==> config.mk <==
export PLATFORM = sky130hd
export DESIGN_NAME = mac_accumulator
export DESIGN_NICKNAME = d
export VERILOG_FILES = /design/src/rtl/bitserial_mac_pkg.sv /design/src/rtl/sat_adder.sv /design/src/rtl/mac_accumulator.sv
export SDC_FILE = /design/constraint.sdc
export NUM_CORES = 1
export LEC_CHECK = 0
export ABC_AREA = 1
export CORE_ASPECT_RATIO = 2
export CORE_UTILIZATION = 47
export DETAILED_ROUTE_END_ITERATION = 8
export MAX_ROUTING_LAYER = met4
export PLACE_DENSITY = 0.7
export SLEW_MARGIN = 20
export SYNTH_ARGS = -nofsm -noshare
export SYNTH_HDL_FRONTEND = slang
export SYNTH_SLANG_ARGS = --single-unit
==> constraint.sdc <==
create_clock -name clk -period 2.36 [get_ports clk]
set_input_delay 0.236 -clock clk [delete_from_list [all_inputs] [get_ports clk]]
set_output_delay 0.236 -clock clk [all_outputs]
set_load 0.02 [all_outputs]
==> src/rtl/bitserial_mac_pkg.sv <==
// Shared types and default sizing for the bit-serial MAC datapath
// (accumulator and the upstream sequential multiplier).
package bitserial_mac_pkg;

  localparam int DEF_PRODUCT_WIDTH = 8;
  localparam int DEF_ACC_WIDTH     = 16;
  localparam int DEF_MAX_TERMS     = 16;

  typedef enum logic [1:0] {
    ST_IDLE   = 2'd0,
    ST_ACCUM  = 2'd1,
    ST_OUTPUT = 2'd2
  } mac_state_e;

  // Width needed to represent a term count of 0..max_terms.
  function automatic int term_width(input int max_terms);
    return $clog2(max_terms + 1);
  endfunction

endpackage

==> src/rtl/sat_adder.sv <==
// Unsigned saturating adder: ACC_WIDTH accumulator plus a zero-extended
// PRODUCT_WIDTH operand, clamped to all-ones on carry-out.
module sat_adder #(
  parameter int ACC_WIDTH     = 16,
  parameter int PRODUCT_WIDTH = 8
) (
  input  logic [ACC_WIDTH-1:0]     acc,
  input  logic [PRODUCT_WIDTH-1:0] product,
  output logic [ACC_WIDTH-1:0]     sum,
  output logic                     sat
);

  logic [ACC_WIDTH-1:0] product_ext;
  logic [ACC_WIDTH:0]   raw_sum;

  genvar gi;
  generate
    for (gi = 0; gi < ACC_WIDTH; gi++) begin : g_zext
      if (gi < PRODUCT_WIDTH) begin : g_bit
        assign product_ext[gi] = product[gi];
      end else begin : g_zero
        assign product_ext[gi] = 1'b0;
      end
    end
  endgenerate

  assign raw_sum = {1'b0, acc} + {1'b0, product_ext};
  assign sat     = raw_sum[ACC_WIDTH];
  assign sum     = sat ? {ACC_WIDTH{1'b1}} : raw_sum[ACC_WIDTH-1:0];

endmodule

==> src/rtl/mac_accumulator.sv <==
// Accumulates a programmed number of unsigned products with saturation and
// presents the sum through a valid/ready handshake.
module mac_accumulator
  import bitserial_mac_pkg::*;
#(
  parameter int  PRODUCT_WIDTH = DEF_PRODUCT_WIDTH,
  parameter int  ACC_WIDTH     = DEF_ACC_WIDTH,
  parameter int  MAX_TERMS     = DEF_MAX_TERMS,
  localparam int TERM_WIDTH    = $clog2(MAX_TERMS + 1)
) (
  input  logic                     clk,
  input  logic                     rst,
  input  logic                     start,
  input  logic [TERM_WIDTH-1:0]    num_terms,
  input  logic [PRODUCT_WIDTH-1:0] product,
  input  logic                     product_valid,
  output logic [ACC_WIDTH-1:0]     result,
  output logic                     result_valid,
  input  logic                     result_ready,
  output logic                     busy,
  output logic                     overflow,
  output logic                     dropped
);

  localparam logic [TERM_WIDTH-1:0] MAX_TERMS_T = TERM_WIDTH'(MAX_TERMS);

  mac_state_e            state_reg, state_next;
  logic [ACC_WIDTH-1:0]  acc_reg, acc_next;
  logic [TERM_WIDTH-1:0] count_reg, count_next;
  logic [TERM_WIDTH-1:0] terms_reg, terms_next;
  logic [ACC_WIDTH-1:0]  result_reg, result_next;
  logic                  result_valid_reg, result_valid_next;
  logic                  overflow_reg, overflow_next;
  logic                  dropped_reg, dropped_next;

  logic [ACC_WIDTH-1:0]  add_sum;
  logic                  add_sat;
  logic [TERM_WIDTH-1:0] count_inc;
  logic                  start_ok;

  sat_adder #(
    .ACC_WIDTH     (ACC_WIDTH),
    .PRODUCT_WIDTH (PRODUCT_WIDTH)
  ) u_sat_adder (
    .acc     (acc_reg),
    .product (product),
    .sum     (add_sum),
    .sat     (add_sat)
  );

  assign count_inc = count_reg + TERM_WIDTH'(1);
  assign start_ok  = start && (num_terms != '0) && (num_terms <= MAX_TERMS_T);

  always_comb begin
    state_next        = state_reg;
    acc_next          = acc_reg;
    count_next        = count_reg;
    terms_next        = terms_reg;
    result_next       = result_reg;
    result_valid_next = result_valid_reg;
    overflow_next     = overflow_reg;
    dropped_next      = 1'b0;

    case (state_reg)
      ST_IDLE: begin
        dropped_next = product_valid;
        if (start_ok) begin
          acc_next      = '0;
          count_next    = '0;
          overflow_next = 1'b0;
          terms_next    = num_terms;
          state_next    = ST_ACCUM;
        end
      end

      ST_ACCUM: begin
        // A valid start restarts the accumulation and swallows any product
        // arriving in the same cycle.
        if (start_ok) begin
          acc_next      = '0;
          count_next    = '0;
          overflow_next = 1'b0;
          terms_next    = num_terms;
          dropped_next  = product_valid;
        end else if (product_valid) begin
          acc_next   = add_sum;
          count_next = count_inc;
          if (add_sat) begin
            overflow_next = 1'b1;
          end
          if (count_inc == terms_reg) begin
            result_next       = add_sum;
            result_valid_next = 1'b1;
            state_next        = ST_OUTPUT;
          end
        end
      end

      ST_OUTPUT: begin
        dropped_next = product_valid;
        if (result_ready) begin
          result_valid_next = 1'b0;
          state_next        = ST_IDLE;
        end
      end

      default: begin
        state_next = ST_IDLE;
      end
    endcase
  end

  always_ff @(posedge clk) begin
    if (rst) begin
      state_reg        <= ST_IDLE;
      acc_reg          <= '0;
      count_reg        <= '0;
      terms_reg        <= '0;
      result_reg       <= '0;
      result_valid_reg <= 1'b0;
      overflow_reg     <= 1'b0;
      dropped_reg      <= 1'b0;
    end else begin
      state_reg        <= state_next;
      acc_reg          <= acc_next;
      count_reg        <= count_next;
      terms_reg        <= terms_next;
      result_reg       <= result_next;
      result_valid_reg <= result_valid_next;
      overflow_reg     <= overflow_next;
      dropped_reg      <= dropped_next;
    end
  end

  assign result       = result_reg;
  assign result_valid = result_valid_reg;
  assign busy         = (state_reg == ST_ACCUM);
  assign overflow     = overflow_reg;
  assign dropped      = dropped_reg;

endmodule

==> After elaboration in Yosys (flattened, before gate mapping) <==
Cells that the tools add are included.
{ "classes": {"n_reduce_logical": 14, "magnitude_cmp": 1, "add_sub_neg": 2, "eq_ne": 10, "mux": 27, "bitwise_logic": 1} }
{ "ops": {"columns": ["cell", "n"], "rows": [
  ["$mux 16", 4],
  ["$pmux 16 s2", 1],
  ["$add 16x8->17", 1],
  ["$mux 5", 3],
  ["$mux 2", 5],
  ["$pmux 5 s2", 1],
  ["$reduce_and 5->1", 2],
  ["$mux 1", 9],
  ["$ne 2x2->1 const B", 4],
  ["$reduce_and 4->1", 2],
  ["$pmux 1 s2", 3],
  ["$pmux 2 s3", 1],
  ["$add 5x1->5 const B", 1],
  ["$eq 5x5->1", 1],
  ["$le 5x5->1 const B", 1],
  ["$reduce_bool 5->1", 1],
  ["$reduce_bool 2->1", 2],
  ["$reduce_or 2->1", 2],
  ["$ne 3x1->1 const B", 1],
  ["$ne 3x2->1 const B", 1],
  ["$reduce_and 3->1", 1],
  ["$eq 2x1->1 const B", 1],
  ["$eq 2x2->1 const B", 1],
  ["$logic_and 1x1->1", 2],
  ["other kinds (4)", 4]
]} }
{ "word_totals": {"ff_bits": 47, "output_inout_bits": 20} }

==> Longest topological paths before layout <==
Gate-level depths: netlist of run 1.
{ "depth": {"ltp_word": 6, "mapped_depth": 13, "depth_no_buf": 12} }

==> Cells and area by module <==
From an unflattened synthesis of run 1, not the netlist that was laid out.
{ "hier_totals": {"cells_unflattened": 455, "area_unflattened_um2": 2940.3} }
{ "modules_own_cells": {"columns": ["mod", "area_each_um2", "seq_area_each_um2", "n_inst", "cells_per_inst"], "rows": [
  ["mac_accumulator", 2097.0, 940.9, 1, 303],
  ["sat_adder", 843.3, 0.0, 1, 152]
]} }

==> Least setup slack after synthesis of run 1 <==
Ideal clock, no wire load.
{ "synth_path": {"path_kind": "flip-flop to flip-flop", "startpoint": "register acc_reg[0]", "endpoint": "register result_reg[6] (netlist: result[6])", "synth_period_minus_slack_ns": 1.797, "t_required_ns": 2.244, "n_path_buf": 1, "t_arrival_ns": 1.681, "path_stages_with_launch": 12, "setup_slack_ns": 0.563, "cell_sequence": "dfxtp_1 > ha_1 > fa_1 > nand2_1 > nand3_1 > nand3_1 > nand2_2 > nand4_4 > buf_6 > nand3_1 > nor2_1 > nor2_1"} }
{ "synth_between": {"elab_chain_len": 2} }
{ "synth_rtl": {"columns": ["item", "line", "rtl"], "rows": [
  ["from (decl)", "mac_accumulator.sv:28", "logic [ACC_WIDTH-1:0] acc_reg, acc_next;"],
  ["from (signal assigned)", "mac_accumulator.sv:125", "acc_reg <= acc_next;"],
  ["$add 16x8->17", "sat_adder.sv:27", "assign raw_sum = {1'b0, acc} + {1'b0, product_ext};"],
  ["$mux 16", "sat_adder.sv:29", "assign sum = sat ? {ACC_WIDTH{1'b1}} : raw_sum[ACC_WIDTH-1:0];"],
  ["to (signal assigned)", "mac_accumulator.sv:128", "result_reg <= result_next;"],
  ["to (decl)", "mac_accumulator.sv:31", "logic [ACC_WIDTH-1:0] result_reg, result_next;"]
]} }
Every way passes these cells.
A chain may end at the register's enable or synchronous reset.

==> Worst setup path after layout of run 1 <==
{ "layout_path": {"startpoint": "input port product[0]", "endpoint": "register result_reg[6] (netlist: result[6])"} }
{ "layout_between": {"elab_chain_len": 2} }
{ "layout_rtl": {"columns": ["item", "line", "rtl"], "rows": [
  ["from (decl)", "mac_accumulator.sv:15", "input logic [PRODUCT_WIDTH-1:0] product,"],
  ["$add 16x8->17", "sat_adder.sv:27", null],
  ["$mux 16", "sat_adder.sv:29", null]
]} }
Every way passes these cells.

==> results.py, run 1 <==
metrics = {
    "clock_network": {
        "clock_path_buffers": 2,
        "cts_tree": "built",
        "cts_buffers": 5,
        "clock_sinks": 47,
        "h-tree-depth": 2,
        "postCtsSetupBuffers": 0,
        "hold_buffers": 0,
        "cts_resized": 0,
        "clk_latency_ns": 0.31,
        "path_clk_slew_ns": 0.09,
        "clockRootBuffer": "clkbuf_8",
    },
    "synthesis": {
        "yosys.area.top_type": "dfxtp_1",
        "netlist.area_leader.share_pct": 35.11,
        "synth_cells": 414,
        "synthFlopType": "dfxtp_1",
        "syn_nets": 442,
        "ys_warn_count": 0,
        "avgSynthCellArea_um2": 6.474,
        "synth_seq_cells": 47,
        "synthArstFlopShare_pct": 0,
        "synth_cell_types": 30,
        "ys_seq_area_share_pct": 35.11,
        "synth_edf_count": 0,
        "synth_area_leaders": "dfxtp_1 (35%), nand2_1 (17%), nor2_1 (7.3%)",
        "syn_area_um2": 2680,
    },
    "global_route": {
        "antenna_found_initial": 0,
        "grt_pass1_vias": 2625,
        "grt_max_degree": 22,
        "grt_pass1_wl_um": 11470,
        "groute.usage.overall_pct": 24.63,
        "grt_overflow": 0,
    },
    "routing": {
        "wl_per_cell_um": 13.08,
        "viasPerCell": 5.262,
        "vias": 2710,
        "ant_nets": 0,
        "wirelength_um": 6736,
        "drtPass1Iterations": 4,
        "drc_errors": 0,
        "drtIter0Drc": 96,
    },
    "placed_design": {
        "dpl.hpwl_um": 5079,
        "place_ws_ns": -0.07397,
        "port_buffers": 37,
        "place_area_um2": 3102,
        "place_congestion": 0.8844,
    },
    "sta": {
        "tns_ns": 0,
        "fin_crit_ns": 2.150,
        "setup_ws_ns": 0.2101,
        "drv_slew": 0,
        "fin_skew_ns": 0.008710,
        "fmax_mhz": 465.1,
        "rsz0062_at_grt": "false",
        "hold_violations": 0,
        "setup_violations": 0,
        "whs_ns": 0.4754,
        "maxSlewHeadroom_pct": 67.45,
        "worst_pin_slew_ns": 0.4865,
        "fin_crit_sh_pct": 91.10,
    },
    "run": {
        "cap_viol_max_count": 0,
    },
    "setup_path": {
        "crit_chain": "clkdlybuf4s50_1 -> ha_1 -> fa_1 -> nand2_1 -> nand3_1 -> nand3_1 -> nand2_2 -> nand4_4 -> nand3_1 -> nor2_1 -> nor2_1",
        "crit_family": "simple AND/OR/NAND/NOR gates",
        "worst_ep_arrival_time_ns": 2.36,
        "start_kind": "input port",
        "crit_path_max_fanout": 16,
        "critPathMaxStageDelay_ns": 0.42,
        "crit_start": "product[0]",
        "crit_buf_inv": 1,
        "slowest_stage": "clkdlybuf4s50_1",
        "reg2reg_from": "acc_reg[0]",
        "worst_ep_required_time_ns": 2.57,
        "end_kind": "register",
        "path_class": "in -> reg",
        "crit_top_cell": "nand3_1",
    },
    "outcome": {
        "outcome": "finished, final reports clean",
    },
    "floorplanning": {
        "io_pins": 38,
        "initial_core_util_pct": 49.02,
        "die-area_um2": 6026,
        "rows": 38,
        "die_w_um": 55.40,
        "coreArea_um2": 5468,
        "die_h_um": 108.8,
    },
    "worst_hold_path": {
        "hold_path_startpoint": "acc_reg[3]",
        "hp-class": "reg -> reg",
    },
    "power": {
        "power_uw": 1974,
        "leakage_uw": 0.001455,
        "p_per_area_nw_per_um2": 617.6,
        "peakVddDrop_mv": 0.5812,
    },
    "layout": {
        "finalNetCount": 482,
        "diodes": 0,
        "design_area_um2": 3197,
        "drive_gt1_share_pct": 7.033,
        "synthToLayoutAreaGrowth_pct": 19.28,
    },
}
[metal layers]
layer	track usage, %	vias up	routed length (µm)
li1	-	1404	-
met1	23.36	1264	2701
met2	48.02	31	3787
met3	3.677	11	125
met4	10.71	0	121
met5	-	-	0
[where the power goes]
group,switching [µW],leakage [µW],total (µW),internal [µW]
clock,283,0.0000484,523,240
sequential,63.0,0.000381,920,857
combinational,331,0.00103,531,201
[logic make-up (layout without fill, tap and decap cells)]
family,count (synthesis),after routing,share of synthesized area [%]
compound gates,61,61,11.86
fa+ha+maj,10,10,4.949
xor+xnor,1,1,0.3269
flops,47,47,35.11
buf+inv,63,104,10.08
simple gates,232,232,37.68
[cell usage in the layout (no fill, tap or decap), types with 5 or more instances in the layout]
| cell | synthesis | layout |
|---|---|---|
| inv_1 | 48 | 48 |
| clkdlybuf4s50_1 | 0 | 37 |
| nand2_1 | 119 | 119 |
| dfxtp_1 | 47 | 47 |
| a21oi_1 | 29 | 29 |
| nor2_1 | 52 | 52 |
| ha_1 | 9 | 9 |
| o21ai_0 | 17 | 17 |
| o21ai_1 | 11 | 11 |
| nand3_1 | 37 | 37 |
| nand4_1 | 5 | 5 |
| buf_4 | 2 | 6 |
| clkbuf_8 | 0 | 6 |
[path summary, 6_finish.rpt]
check	cells after the start	endpoint	slack (ns)
max	11	result[6]	0.21
min	2	acc_reg[3]	0.48
max reg2reg	10	result[6]	0.26
min reg2reg	2	acc_reg[3]	0.48
[cell usage after synthesis (2+ instances only)]
cell / instances
a21oi_1: 29
a21oi_2: 2
buf_4: 2
buf_6: 3
clkbuf_1: 4
dfxtp_1: 47
ha_1: 9
inv_1: 48
inv_2: 4
nand2_1: 119
nand2_2: 2
nand3_1: 37
nand3_2: 2
nand3b_1: 3
nand4_1: 5
nor2_1: 52
nor2_2: 3
nor2_4: 2
nor3_1: 3
o21ai_0: 17
o21ai_1: 11
or2_2: 2
[per-stage QoR]
stage / cells / util [%]
after global placement: 507 / 56.73
after detailed placement: 507 / 56.73
after floorplan: 414 / -
after global routing: 515 / 58.47
after CTS: 515 / 58.47
final: 515 / 58.47
[cell type report]
| class | instances | area (µm²) |
|---|---|---|
| Clock buffer | 7 | 86.33 |
| Tap cell | 60 | 75.07 |
| Sequential cell | 47 | 940.9 |
| Inverter | 53 | 201.4 |
| Multi-Input combinational cell | 304 | 1469 |
| Timing Repair Buffer | 43 | 415.4 |
| Fill cell | 547 | 2271 |
| Clock inverter | 1 | 8.758 |
[worst register-to-register path, delay by kind of cell (launching register included)]
family	cells	cell delay, ns
adders and majority gates	2	0.60
DFF	1	0.33
and+or+nand+nor	8	1.09
Note: power is estimated with default switching activity, not from simulation.
==> run 2, diff against run 1 <==
--- a/config.mk
+++ b/config.mk
@@ -11,7 +11,9 @@
 export DETAILED_ROUTE_END_ITERATION = 8
 export MAX_ROUTING_LAYER = met4
 export PLACE_DENSITY = 0.7
-export SLEW_MARGIN = 20
+export REMOVE_ABC_BUFFERS = 1
+export SLEW_MARGIN = 40
 export SYNTH_ARGS = -nofsm -noshare
 export SYNTH_HDL_FRONTEND = slang
+export SYNTH_HIERARCHICAL = 1
 export SYNTH_SLANG_ARGS = --single-unit
==> run 2 against run 1 <==
  * Critical path depth rose by 2
  * Sequential share of layout area shrank 3.2 points
  * Design area up 12%
  * Clock power rose by 76%
  * Worst setup slack better by 0.097 ns
  * Final cell count rose by 8.9%
  * Register-to-register slack improved by 0.14 ns
  * Largest cell class unchanged
  * First-iteration DRC count grew 5.2%
  * Sequential cell count did not move
==> results.py, run 2 <==
metrics = {
    "outcome": {
        "outcome": "finished, final reports clean",
    },
    "setup_path": {
        "worst_ep_required_time_ns": 2.55,
        "rr_worst_depth": 12,
        "path_depth": 13,
        "path_class": "in -> reg",
        "reg2reg_slack_ns": 0.40,
        "crit_chain": "clkdlybuf4s50_1 -> ha_1 -> fa_1 -> nand2_1 -> nand2_1 -> and2_4 -> nand2_2 -> nand2_4 -> nand3_4 -> buf_4 -> nand3_2 -> nor2_1 -> nor2_1",
        "worst_ep_arrival_time_ns": 2.24,
        "crit_path_max_fanout": 6,
        "critPathMaxStageDelay_ns": 0.42,
        "crit_buf_inv": 2,
        "slowest_stage": "clkdlybuf4s50_1",
        "crit_family": "simple AND/OR/NAND/NOR gates",
        "end_kind": "register",
        "start_kind": "input port",
    },
    "synthesis": {
        "synth_area_leaders": "dfxtp_1 (32%), nand2_1 (17%), nor2_1 (7.5%)",
        "yosys.area_share.simple_pct": 44.00,
        "synth-adder-area-share_pct": 4.511,
        "ys_seq_area_share_pct": 32.00,
        "synth-xor-area-share_pct": 0.5957,
        "ys_warn_count": 6,
        "netlist.area_leader.share_pct": 32.00,
        "synth_top_family_by_area": "simple AND/OR/NAND/NOR gates",
        "synth-compound-area-share_pct": 7.362,
        "synth_mux_area_share_pct": 0,
        "yosys.area.top_type": "dfxtp_1",
        "synth_seq_cells": 47,
        "synth_cell_types": 33,
        "synthArstFlopShare_pct": 0,
        "synthMostInstantiatedCell": "nand2_1",
        "synthFlopType": "dfxtp_1",
        "synth_edf_count": 0,
        "synth_cells": 455,
        "synth_common_cells": "nand2_1 (137), nor2_1 (59), inv_1 (58), dfxtp_1 (47), nand3_1 (41)",
        "syn_area_um2": 2940,
        "avgSynthCellArea_um2": 6.462,
    },
    "routing": {
        "wl_per_cell_um": 12.71,
        "ant_nets": 0,
        "wirelength_um": 7130,
        "viasPerCell": 5.103,
        "wl_met1_um": 2758,
        "drtPass1Iterations": 4,
        "highest_layer": "met4",
        "vias": 2863,
        "drtIter0Drc": 101,
        "met3WireLength_um": 150,
        "drc_errors": 0,
        "wl_met2_um": 3982,
    },
    "floorplanning": {
        "rows": 40,
        "io_pins": 38,
        "coreArea_um2": 6006,
        "die_w_um": 57.93,
        "die_h_um": 113.9,
        "initial_core_util_pct": 48.96,
        "die-area_um2": 6596,
    },
    "placed_design": {
        "place_area_um2": 3393,
        "dpl.hpwl_um": 5212,
        "port_buffers": 37,
        "dpl.cell_count": 553,
        "place_congestion": 0.9689,
    },
    "sta": {
        "setup_violations": 0,
        "fmax_mhz": 487.1,
        "worst_pin_slew_ns": 0.3762,
        "drv_slew": 0,
        "hold_violations": 0,
        "tns_ns": 0,
        "maxSlewHeadroom_pct": 74.88,
        "fin_crit_sh_pct": 86.99,
        "whs_ns": 0.4482,
        "fin_crit_ns": 2.053,
        "rsz0062_at_grt": "false",
        "fin_skew_ns": 0.003075,
    },
    "global_route": {
        "grt_max_degree": 34,
        "grt_pass1_wl_um": 11930,
        "grt_pass1_vias": 2755,
        "groute.usage.overall_pct": 24.30,
        "antenna_found_initial": 0,
        "grt_overflow": 0,
    },
    "worst_hold_path": {
        "hp-class": "reg -> reg",
        "hold_path_depth": 2,
    },
    "layout": {
        "design_area_um2": 3582,
        "final_cell_mix": "nand2_1 (137), nor2_1 (59), inv_1 (58)",
        "postLayoutCoreUtil_pct": 59.65,
        "layout_commonest_cell": "nand2_1",
        "drive_gt1_share_pct": 10.64,
        "finalNetCount": 525,
        "layout.cells.non_filler": 561,
        "diodes": 0,
        "synthToLayoutAreaGrowth_pct": 21.83,
        "fill_cells": 600,
    },
    "clock_network": {
        "clock_path_buffers": 2,
        "postCtsSetupBuffers": 0,
        "clock_sinks": 47,
        "path_clk_slew_ns": 0.07,
        "cts_resized": 0,
        "hold_buffers": 0,
        "cts_tree": "built",
        "cts_buffers": 5,
        "clockRootBuffer": "clkbuf_16",
        "h-tree-depth": 2,
        "clk_latency_ns": 0.29,
    },
    "power": {
        "peakVddDrop_mv": 0.7310,
        "p_per_area_nw_per_um2": 689.4,
        "leakage_uw": 0.001726,
    },
    "run": {
        "cap_viol_max_count": 0,
    },
}
[run 2: tightest hold or removal path, delay by kind of cell, from the launching register on]
kind                   cells  cell delay, ns
AO/OA/AOI/OAI              1            0.05
buffers and inverters      1            0.05
flip-flops                 1            0.31
[run 2: metal layers]
| layer | up-vias | track usage, % |
|---|---|---|
| met1 | 1279 | 23.08 |
| li1 | 1506 | - |
| met3 | 22 | 3.401 |
| met4 | 0 | 12.70 |
| met2 | 56 | 45.36 |
| met5 | - | - |
[run 2: power by group]
group          internal (µW)  switching, µW
Clock                    608            312
Sequential               846           54.0
Combinational            231            420
Total                   1680            786
[run 2: stage by stage]
stage | power, µW | setup slack, ns
final | 2470 | 0.3070
after CTS | 2488 | 0.3040
after global routing | 2591 | 0.1606
after global placement | 1553 | 0.04647
after detailed placement | 1562 | -0.0007392
after floorplan | 1330 | 0.4919
[run 2: kinds of logic (layout without fill, tap and decap cells)]
kind of cell,count (synthesis),after routing
adders and majority gates,10,10
AOI/OAI and AO/OA,40,40
buffers and inverters,78,121
and+or+nand+nor,278,278
DFF,47,47
xor gates and xnor gates,2,2
[run 2: cell type report]
class                           count  area (µm²)  area share [%]
Sequential cell                    47       940.9           26.27
Tap cell                           63       78.83           2.200
Clock buffer                        6       128.9           3.598
Inverter                           64       240.2           6.706
Multi-Input combinational cell    330        1660           46.35
Clock inverter                      2       60.06           1.677
Timing Repair Buffer               49       473.0           13.20
[run 2: worst paths after layout]
path,endpoint,startpoint
worst max-delay path,result[3],product[0]
worst min-delay path,result_valid,result_valid
worst max register to register,result[3],acc_reg[0]
worst min register to register,result_valid,result_valid
